### src/rtl/uart_bridge_pkg.sv
// uart_bridge_pkg: register offsets, control/status bit positions and transmitter states
package uart_bridge_pkg;
  localparam logic [3:0] OFF_TXDATA = 4'h0;
  localparam logic [3:0] OFF_STATUS = 4'h4;
  localparam logic [3:0] OFF_CTRL = 4'h8;
  localparam int CTRL_EN = 0;
  localparam int CTRL_PAR_EN = 1;
  localparam int CTRL_PAR_ODD = 2;
  localparam int CTRL_TWO_STOP = 3;
  localparam int CTRL_IRQ_EN = 4;
  localparam int CTRL_W = 5;
  localparam int ST_EMPTY = 0;
  localparam int ST_FULL = 1;
  localparam int ST_ACTIVE = 2;
  localparam int ST_LEVEL = 8;
  typedef enum logic [2:0] {IDLE, START, DATA, PARITY, STOP} tx_state_e;
endpackage

### src/rtl/uart_tx_frame.sv
// uart_tx_frame: serialises one byte per frame with optional parity and one or two stop bits
module uart_tx_frame
  import uart_bridge_pkg::*;
#(
  parameter int CLKS_PER_BIT = 87
) (
  input  logic       pclk,
  input  logic       presetn,
  input  logic       start,
  input  logic [7:0] data,
  input  logic       parity_en,
  input  logic       parity_odd,
  input  logic       two_stop,
  output logic       serial,
  output logic       active,
  output logic       done
);
  localparam int CW = $clog2(CLKS_PER_BIT);
  tx_state_e state;
  logic [CW-1:0] cnt;
  logic [7:0] shreg;
  logic [2:0] idx;
  logic par_en, par_bit, stop2, tick;
  assign tick = cnt == CW'(CLKS_PER_BIT - 1);
  always_ff @(posedge pclk or negedge presetn)
    if (!presetn) begin
      state <= IDLE;
      cnt <= '0;
      shreg <= '0;
      idx <= '0;
      par_en <= 1'b0;
      par_bit <= 1'b0;
      stop2 <= 1'b0;
      serial <= 1'b1;
      active <= 1'b0;
      done <= 1'b0;
    end else begin
      done <= 1'b0;
      cnt <= (state == IDLE || tick) ? '0 : cnt + 1'b1;
      case (state)
        IDLE: if (start) begin
          state <= START;
          shreg <= data;
          par_en <= parity_en;
          par_bit <= ^data ^ parity_odd;
          stop2 <= two_stop;
          serial <= 1'b0;
          active <= 1'b1;
        end
        START: if (tick) begin
          state <= DATA;
          idx <= '0;
          serial <= shreg[0];
        end
        DATA: if (tick) begin
          shreg <= shreg >> 1;
          if (idx == 3'd7) begin
            state <= par_en ? PARITY : STOP;
            serial <= par_en ? par_bit : 1'b1;
            idx <= '0;
          end else begin
            idx <= idx + 1'b1;
            serial <= shreg[1];
          end
        end
        PARITY: if (tick) begin
          state <= STOP;
          serial <= 1'b1;
        end
        STOP: if (tick) begin
          if (stop2 && idx == 3'd0) idx <= 3'd1;
          else begin
            state <= IDLE;
            active <= 1'b0;
            done <= 1'b1;
          end
        end
        default: state <= IDLE;
      endcase
    end
endmodule

### src/rtl/apb_uart_tx_bridge.sv
// apb_uart_tx_bridge: APB slave filling a byte FIFO that drains into a UART transmitter
module apb_uart_tx_bridge
  import uart_bridge_pkg::*;
#(
  parameter int DATA_W = 32,
  parameter int ADDR_W = 12,
  parameter int FIFO_DEPTH = 16,
  parameter int CLKS_PER_BIT = 87
) (
  input  logic                pclk,
  input  logic                presetn,
  input  logic                psel,
  input  logic                penable,
  input  logic                pwrite,
  input  logic [ADDR_W-1:0]   paddr,
  input  logic [DATA_W-1:0]   pwdata,
  input  logic [DATA_W/8-1:0] pstrb,
  output logic [DATA_W-1:0]   prdata,
  output logic                pready,
  output logic                pslverr,
  output logic                o_tx_serial,
  output logic                o_tx_active,
  output logic                o_tx_done,
  output logic                o_irq
);
  localparam int LANES = DATA_W / 8;
  localparam int AW = $clog2(FIFO_DEPTH);
  logic [7:0] mem [FIFO_DEPTH];
  logic [AW-1:0] wr_ptr, rd_ptr;
  logic [AW:0] level;
  logic [CTRL_W-1:0] ctrl;
  logic [7:0] pos [LANES];
  logic [7:0] n_push;
  logic [15:0] status;
  logic access, is_tx, is_st, is_ctrl, tx_wr, stall, err, push, pop, empty, full;
  logic unused_addr;
  assign unused_addr = ^paddr[ADDR_W-1:4];
  assign access = psel & penable;
  assign is_tx = paddr[3:0] == OFF_TXDATA;
  assign is_st = paddr[3:0] == OFF_STATUS;
  assign is_ctrl = paddr[3:0] == OFF_CTRL;
  assign empty = level == '0;
  assign full = level == (AW+1)'(FIFO_DEPTH);
  assign pop = ctrl[CTRL_EN] & ~empty & ~o_tx_active;
  assign tx_wr = access & pwrite & is_tx & ctrl[CTRL_EN];
  assign stall = tx_wr & (16'(n_push) > 16'(FIFO_DEPTH) - 16'(level) + 16'(pop));
  assign push = tx_wr & ~stall;
  assign err = ~(is_tx | is_st | is_ctrl) | (pwrite & is_st) | (pwrite & is_tx & ~ctrl[CTRL_EN]);
  assign pready = ~stall;
  assign pslverr = access & err;
  assign prdata = (access & ~pwrite) ? (is_st ? DATA_W'(status) : is_ctrl ? DATA_W'(ctrl) : '0) : '0;
  always_comb begin
    status = '0;
    status[ST_EMPTY] = empty;
    status[ST_FULL] = full;
    status[ST_ACTIVE] = o_tx_active;
    status[ST_LEVEL +: 8] = 8'(level);
  end
  always_comb begin
    n_push = '0;
    for (int i = 0; i < LANES; i++) begin
      pos[i] = n_push;
      n_push = n_push + 8'(pstrb[i]);
    end
  end
  always_ff @(posedge pclk)
    for (int i = 0; i < LANES; i++)
      if (push && pstrb[i]) mem[wr_ptr + pos[i][AW-1:0]] <= pwdata[8*i +: 8];
  always_ff @(posedge pclk or negedge presetn)
    if (!presetn) begin
      wr_ptr <= '0;
      rd_ptr <= '0;
      level <= '0;
      ctrl <= '0;
      o_irq <= 1'b0;
    end else begin
      if (push) wr_ptr <= wr_ptr + AW'(n_push);
      if (pop) rd_ptr <= rd_ptr + 1'b1;
      level <= level + (push ? (AW+1)'(n_push) : '0) - (AW+1)'(pop);
      if (access && pwrite && is_ctrl) ctrl <= pwdata[CTRL_W-1:0];
      o_irq <= ctrl[CTRL_IRQ_EN] & empty & ~o_tx_active;
    end
  uart_tx_frame #(.CLKS_PER_BIT(CLKS_PER_BIT)) u_frame (
    .pclk(pclk),
    .presetn(presetn),
    .start(pop),
    .data(mem[rd_ptr]),
    .parity_en(ctrl[CTRL_PAR_EN]),
    .parity_odd(ctrl[CTRL_PAR_ODD]),
    .two_stop(ctrl[CTRL_TWO_STOP]),
    .serial(o_tx_serial),
    .active(o_tx_active),
    .done(o_tx_done)
  );
endmodule
### config.mk
export PLATFORM = sky130hd
export DESIGN_NAME = apb_uart_tx_bridge
export DESIGN_NICKNAME = d
export VERILOG_FILES = /design/src/rtl/uart_bridge_pkg.sv /design/src/rtl/uart_tx_frame.sv /design/src/rtl/apb_uart_tx_bridge.sv
export SDC_FILE = /design/constraint.sdc
export NUM_CORES = 1
export LEC_CHECK = 0
export CORE_MARGIN = 4
export CORE_UTILIZATION = 55
export DETAILED_ROUTE_END_ITERATION = 8
export MAX_ROUTING_LAYER = met4
export PLACE_DENSITY = 0.8
export SYNTH_ARGS = -nofsm -noshare
export SYNTH_HDL_FRONTEND = slang
export SYNTH_SLANG_ARGS = --single-unit
### constraint.sdc
create_clock -name pclk -period 5 [get_ports pclk]
set_clock_uncertainty 0.15 [all_clocks]
set_input_delay 1 -clock pclk [delete_from_list [all_inputs] [get_ports pclk]]
set_output_delay 1 -clock pclk [all_outputs]
set_load 0.005 [all_outputs]
# Word level (Yosys, flattened, before mapping)
# Memory sizes are Yosys's and may differ from the RTL's.
# Cells that the tools add are included.
[word_totals]
regBits = 46
ramBits = 128
inputBits = 53
out_inout_bits = 38
wordCells = 142
n_memories = 1
[classes]
n_addsub = 14
magnitude_cmp = 1
n_eq_ne = 17
n_mux = 45
bitwise_logic = 26
n_reduce_logical = 23
[mem_list]
columns = ["memory", "words", "word_bits", "rd", "rd_ports_with_merged_regs", "write_ports", "line", "rtl"]
rows = [
  ["mem", 16, 8, 1, 0, 4, "apb_uart_tx_bridge.sv:28", "logic [7:0] mem [FIFO_DEPTH];"],
]
[op_table]
columns = ["cell", "count"]
rows = [
  ["$mux 3", 13],
  ["$mux 13", 2],
  ["$mux 1", 20],
  ["$gt 8x16->1", 1],
  ["$mux 8", 2],
  ["$pmux 8 s2", 1],
  ["$and 1x1->1", 15],
  ["$pmux 3 s5", 1],
  ["$ne 2x1->1 const B", 6],
  ["$reduce_and 5->1", 2],
  ["$pmux 3 s3", 1],
  ["$reduce_xor 8->1", 1],
  ["$add 6x2->7", 1],
  ["$add 7x1->7 const B", 1],
  ["$eq 7x7->1 const B", 1],
  ["$logic_and 1x1->1", 7],
  ["$mux 7", 1],
  ["$reduce_and 7->1", 1],
  ["$eq 3x2->1 const B", 2],
  ["$eq 3x3->1 const B", 2],
  ["$logic_not 3->1", 2],
  ["$not 1->1", 6],
  ["$sub 5x5->6 const A", 1],
  ["$add 5x4->5", 1],
  ["other kinds (30)", 35],
]

# Depth between registers and ports, before layout
[depth]
depth_word = 12
mapped_depth = 28
ltp_nobuf = 25

# By module
# A second synthesis with hierarchy kept.
[hier_totals]
hier_cells = 1453
area_unflattened_um2 = 14436.3
[modules_own_cells]
columns = ["module", "n_inst", "cells_per_inst", "area_each_um2", "seq_area_each_um2"]
rows = [
  ["apb_uart_tx_bridge", 1, 1324, 12961.2, 4319.1],
  ["uart_tx_frame", 1, 129, 1475.2, 676.9],
]

# Worst setup path before layout
# OpenSTA, ideal clock, no wires.
[synth_timing]
path_type = "input-to-reg"
startpoint = "input port pstrb[0]"
endpoint = "register level[4]"
setup_time_ns = 0.125
arrival_time_ns = 5.095
required_time_ns = 4.725
setup_slack_ns = -0.370
stages = 23
path_buffers = 3
cell_sequence = "fa_1 > ha_1 > fa_1 > ha_1 > nor2b_1 > o21a_1 > o21ai_0 > a221oi_2 > o21a_1 > buf_6 > nor2_1 > buf_2 > buf_2 > nand2_1 > ha_1 > inv_1 > ha_1 > inv_1 > fa_1 > inv_1 > a21o_1 > a21oi_1 > xnor2_1"
[synth_between]
elab_chain_len = 10
[synth_rtl]
columns = ["item", "line", "rtl"]
rows = [
  ["start: declaration", "apb_uart_tx_bridge.sv:17", "input logic [DATA_W/8-1:0] pstrb,"],
  ["$add 1x1->2 (*)", "apb_uart_tx_bridge.sv:63", "n_push = n_push + 8'(pstrb[i]);"],
  ["$add 2x1->3 (*)", "apb_uart_tx_bridge.sv:63", ""],
  ["$add 3x1->4 (*)", "apb_uart_tx_bridge.sv:63", ""],
  ["$gt 8x16->1", "apb_uart_tx_bridge.sv:46", "assign stall = tx_wr & (16'(n_push) > 16'(FIFO_DEPTH) - 16'(level) + 16'(pop));"],
  ["$and 1x1->1", "apb_uart_tx_bridge.sv:46", ""],
  ["$not 1->1", "apb_uart_tx_bridge.sv:47", "assign push = tx_wr & ~stall;"],
  ["$and 1x1->1", "apb_uart_tx_bridge.sv:47", ""],
  ["$mux 4 (*)", "apb_uart_tx_bridge.sv:79", "level <= level + (push ? (AW+1)'(n_push) : '0) - (AW+1)'(pop);"],
  ["$add 5x4->5 (*)", "apb_uart_tx_bridge.sv:79", ""],
  ["$sub 5x1->5 (*)", "apb_uart_tx_bridge.sv:79", ""],
  ["end signal: assignment", "apb_uart_tx_bridge.sv:79", ""],
  ["end: declaration", "apb_uart_tx_bridge.sv:30", "logic [AW:0] level;"],
]
# Every way passes the cells marked *; elsewhere a longest branch is shown, timed or not.
# A chain may end at the register's enable or synchronous reset.

# Worst setup path in the final report
[layout_timing]
startpoint = "input port pstrb[2]"
endpoint = "output port pready"
[layout_between]
elab_chain_len = 5
[layout_rtl]
columns = ["item", "line", "rtl"]
rows = [
  ["$add 2x1->3", "apb_uart_tx_bridge.sv:63", ""],
  ["$add 3x1->4", "apb_uart_tx_bridge.sv:63", ""],
  ["$gt 8x16->1", "apb_uart_tx_bridge.sv:46", ""],
  ["$and 1x1->1", "apb_uart_tx_bridge.sv:46", ""],
  ["$not 1->1", "apb_uart_tx_bridge.sv:49", "assign pready = ~stall;"],
  ["end: declaration", "apb_uart_tx_bridge.sv:19", "output logic pready,"],
]
# Every way passes these cells.

==> results by group <==
Global routing
  – Overall Global Routing Usage: 0.365
  – Remaining global-route overflow: 0
  – M3 GR Usage: 0.103
  – Global Route met2 Usage: 0.540
  – Antenna violations before repair: 3
  – Largest net degree at the start of global routing: between 100 and 150
  – Vias in the first global route: 13,900
  – GRT busiest layer: met2
  – Met1 Usage GRT: 0.446
  – Global-route wire length before repair: ~83,000 um

Synthesis
  – Register bit total from synthesis: approximately 170
  – Top area cells in the synthesized netlist: edfxtp_1 (25%), mux2_2 (8.9%), o32a_1 (7.4%)
  – Ys flop type: edfxtp_1
  – Simple-Gate Fraction of Synth Area: 0.170
  – Area leader, netlist: edfxtp_1
  – Complex-gate fraction of the synthesized area: 0.228
  – Multiplexer area fraction after synthesis: 0.142
  – Synth Area in Adders: 0.0387
  – Share of the synthesized area in the top cell type: 0.251
  – Syn Inst Count: between 1,500 and 2,000
  – Largest family of logic cells by synthesized area: compound AO/OA/AOI/OAI gates
  – Mean Syn Cell Area: roughly 10 um^2
  – Synth cell types: 80
  – YS warnings: 0
  – Async SR Flop Fraction: 0.264
  – Post-synth EDFFs: approximately 130
  – Seq/Total Area, Yosys: 0.326
  – Post-synthesis xor/xnor area fraction: 0.0250
  – Cell area after synthesis: ~15,000 um^2

STA
  – Final worst path period share: 0.968
  – RSZ-0062 raised after global routing: no
  – Max Freq: around 210 MHz
  – Final Slew Violations: 0
  – Max_slew headroom: 0.174
  – Slew @ Worst Pin: 1.24 ns
  – Final setup vio count: 0
  – Hold Vio Cnt, Final: 0
  – Tmin final: 4.84 ns

Detailed routing
  – Drc violations: 6
  – Via count: 14,400
  – DR pass1 iterations: 9
  – Vias/cell: 7.36
  – ANT nets after route: 0
  – DRT iter0 DRCs: roughly 2,200
  – Per-cell routed wire length: roughly 28 um
  – Routed wire length: between 50,000 and 60,000 um

Clock tree
  – Number of buffers created by CTS: 17
  – Hold buffers post-CTS: 0
  – Clock buffer depth: 2
  – CTS Root Cell: clkbuf_16
  – Worst-skew pair later-pin latency: around 0.46 ns
  – CTS sink cnt: 174
  – Clock-pin slew on the worst setup and hold paths: around 0.06 ns
  – CTS tree: yes
  – CTS H-tree depth: 4

Worst setup path
  – CP top delay family: adder cells
  – Startpoint Class: input port
  – R2R Path Start: level[1]$_DFF_PN0_
  – Worst Reg-to-Reg Cells: 19
  – Worst EP arrival: between 3 and 4 ns
  – Slowest CP cell: fa_1
  – Slowest Stage Delay on Critical Path: 0.58 ns
  – Worst path bufs/invs: 2
  – Start-to-end type of the worst setup path: in2out
  – Worst endpoint required time: a little under 4 ns
  – Worst-path fanout max: 2
  – Reg2Reg Capture Point: mem[12][6]$_DFFE_PP_
  – Worst-path cell chain: buf_2 > fa_1 > ha_2 > fa_1 > ha_1 > nor2b_1 > o21a_1 > o21ai_2 > a221oi_2 > o21a_4 > nand2_2 > buf_2
  – Reg2reg setup slack: a little under 0.3 ns
  – Crit. End Element: output port

Finish
  – Final Net Count: 1,663
  – Layout area overhead: 13.6%
  – # fillers: 2,113
  – Layout cells sized above 1: 0.246
  – Finished Layout Cells: just under 2,000

Worst hold path
  – Hold Path Depth: 1
  – Hold endpoint: u_frame.cnt[0]$_DFF_PN0_
  – Worst Hold Class: reg2reg
  – Beginning of the worst hold path: u_frame.cnt[0]$_DFF_PN0_

Floorplan
  – Std-Cell Rows: 60
  – CORE AREA: 27,200 um^2
  – Die Ht: around 180 um
  – I/O pin count: just over 90
  – DIE AREA: a little over 30,000 um^2
  – DIE WIDTH: between 150 and 200 um
  – Starting Density: 0.565

Power and ir drop
  – Final Power: roughly 5.7 mW
  – Maximum vdd ir drop: between 200 and 250 uV
  – Leak Pwr: 6.14 nW
  – PwrDens: ~330 nW/um^2

Place
  – HPWL after DPL: 36,900 um
  – Cells after DPL: about 1,900
  – GPL Wtd Cong: between 1 and 1.5
  – Number of port buffers: 60

Status
  – Violated checks: DRC
  – Status: finished, violations left

Job
  – MaxCap Viol Count: 0
cells in the mapped netlist (12+ instances only):
cell / count
a21boi_0: 127
a21oi_1: 152
a22o_1: 17
and2_1: 23
buf_2: 37
buf_4: 25
clkbuf_1: 114
dfrtp_1: 45
edfxtp_1: 128
ha_1: 37
inv_1: 39
mux2_2: 121
mux4_2: 36
nand2_1: 56
nand3_1: 35
nand4_1: 118
nand4b_1: 12
nor2_1: 46
nor3_1: 20
nor4_4: 12
o21ai_0: 13
o32a_1: 113
or3_1: 18
xnor2_1: 26
cell type report:
class	count	area [um^2]	share of cell area
Timing Repair Buffer	180	1690	0.0971
Clock buffer	23	489	0.0281
Clock inverter	9	86.3	0.00495
Sequential cell	174	5000	0.287
Tap cell	372	465	0.0267
Multi-Input combinational cell	1155	9550	0.548
Inverter	39	146	0.00840
Antenna cell	3	7.51	0.000431
sequential cells by signal, summed over array words and instances, names as in the netlist:
signal and flops:
rd_ptr 4, u_frame.shreg 8, level 5, u_frame.cnt 7, u_frame.par_bit 1, u_frame.par_en 1
u_frame.idx 3, u_frame.stop2 1, u_frame.active 1, u_frame.done 1, ctrl 5, u_frame.serial 1
o_irq 1, mem 128, u_frame.state 3, wr_ptr 4
per-stage QoR:
step	instance area, um^2	hold WS (ns)	setup slack [ns]	utilization	TNS, ns
2_1_floorplan	15500	0.296	-0.110	-	-0.122
3_3_place_gp	16800	0.313	-0.764	0.618	-102.24
3_5_place_dp	16800	0.321	-0.880	0.618	-133.89
4_1_cts	17400	0.329	-0.122	0.641	-0.122
5_1_grt	17400	0.354	0.00588	0.641	0
6_report	17400	0.328	0.159	0.641	0
per-layer routing:
layer  vias up  part of all wire
met4         0             0.075
met3       291              0.13
met2      1166              0.44
met1      6847              0.35
li1       6090                 -
met5         -                 0
worst register-to-register path, cell delays in order (launching register included):
cell,delay (ns)
dfrtp_1,0.36
inv_1,0.09
ha_2,0.21
and3_1,0.21
ha_1,0.25
nor3b_4,0.26
ha_2,0.26
nand3_2,0.11
xnor2_2,0.16
xnor2_1,0.22
ha_1,0.29
and4_1,0.17
a221oi_2,0.22
o21a_4,0.18
buf_4,0.13
buf_4,0.13
buf_12,0.31
nor3_1,0.16
or3_1,0.38
a22o_1,0.21
cell families after synthesis:
kind of cell | after synthesis
other cells | 1
mux | 158
xor+xnor | 40
fa+ha+maj | 44
compound gates | 479
buf+inv | 231
flops | 174
simple gates | 412
how the worst max path moves through the flow:
stage | startpoint | endpoint | slack, ns | cells past startpoint
final | pstrb[2] | pready | 0.16 | 12
after global routing | level[1]$_DFF_PN0_ | pready | 0.006 | 15
after CTS | pstrb[0] | pready | -0.12 | 12
after detailed placement | pstrb[2] | mem[11][6]$_DFFE_PP_ | -0.88 | 14
after global placement | pstrb[2] | mem[11][4]$_DFFE_PP_ | -0.76 | 14
after floorplan | pstrb[2] | level[4]$_DFF_PN0_ | -0.11 | 23
repair_timing:
action,in CTS,in global routing
setup endpoints to repair,141,113
buffers inserted,3,0
gates cloned,0,0
pin swaps,5,10
gates resized for setup,7,17
endpoints found under the hold margin,0,0
power breakdown:
group          internal (mW)  switching, mW
clock network          0.744          0.612
registers               1.67          0.245
logic                   1.06           1.36
total                   3.47           2.22
cell usage in the layout, fill, tap and decap left out, types with 36 or more instances in the layout:
master | Yosys | routed
a21boi_0 | 127 | 127
edfxtp_1 | 128 | 128
nand4_1 | 118 | 118
o32a_1 | 113 | 113
dfrtp_1 | 45 | 43
mux4_2 | 36 | 36
a21oi_1 | 152 | 152
nand2_1 | 56 | 53
clkdlybuf4s50_1 | 0 | 55
nor2_1 | 46 | 44
inv_1 | 39 | 37
buf_4 | 25 | 102
mux2_2 | 121 | 121
Power figures use the tool's default switching activity.
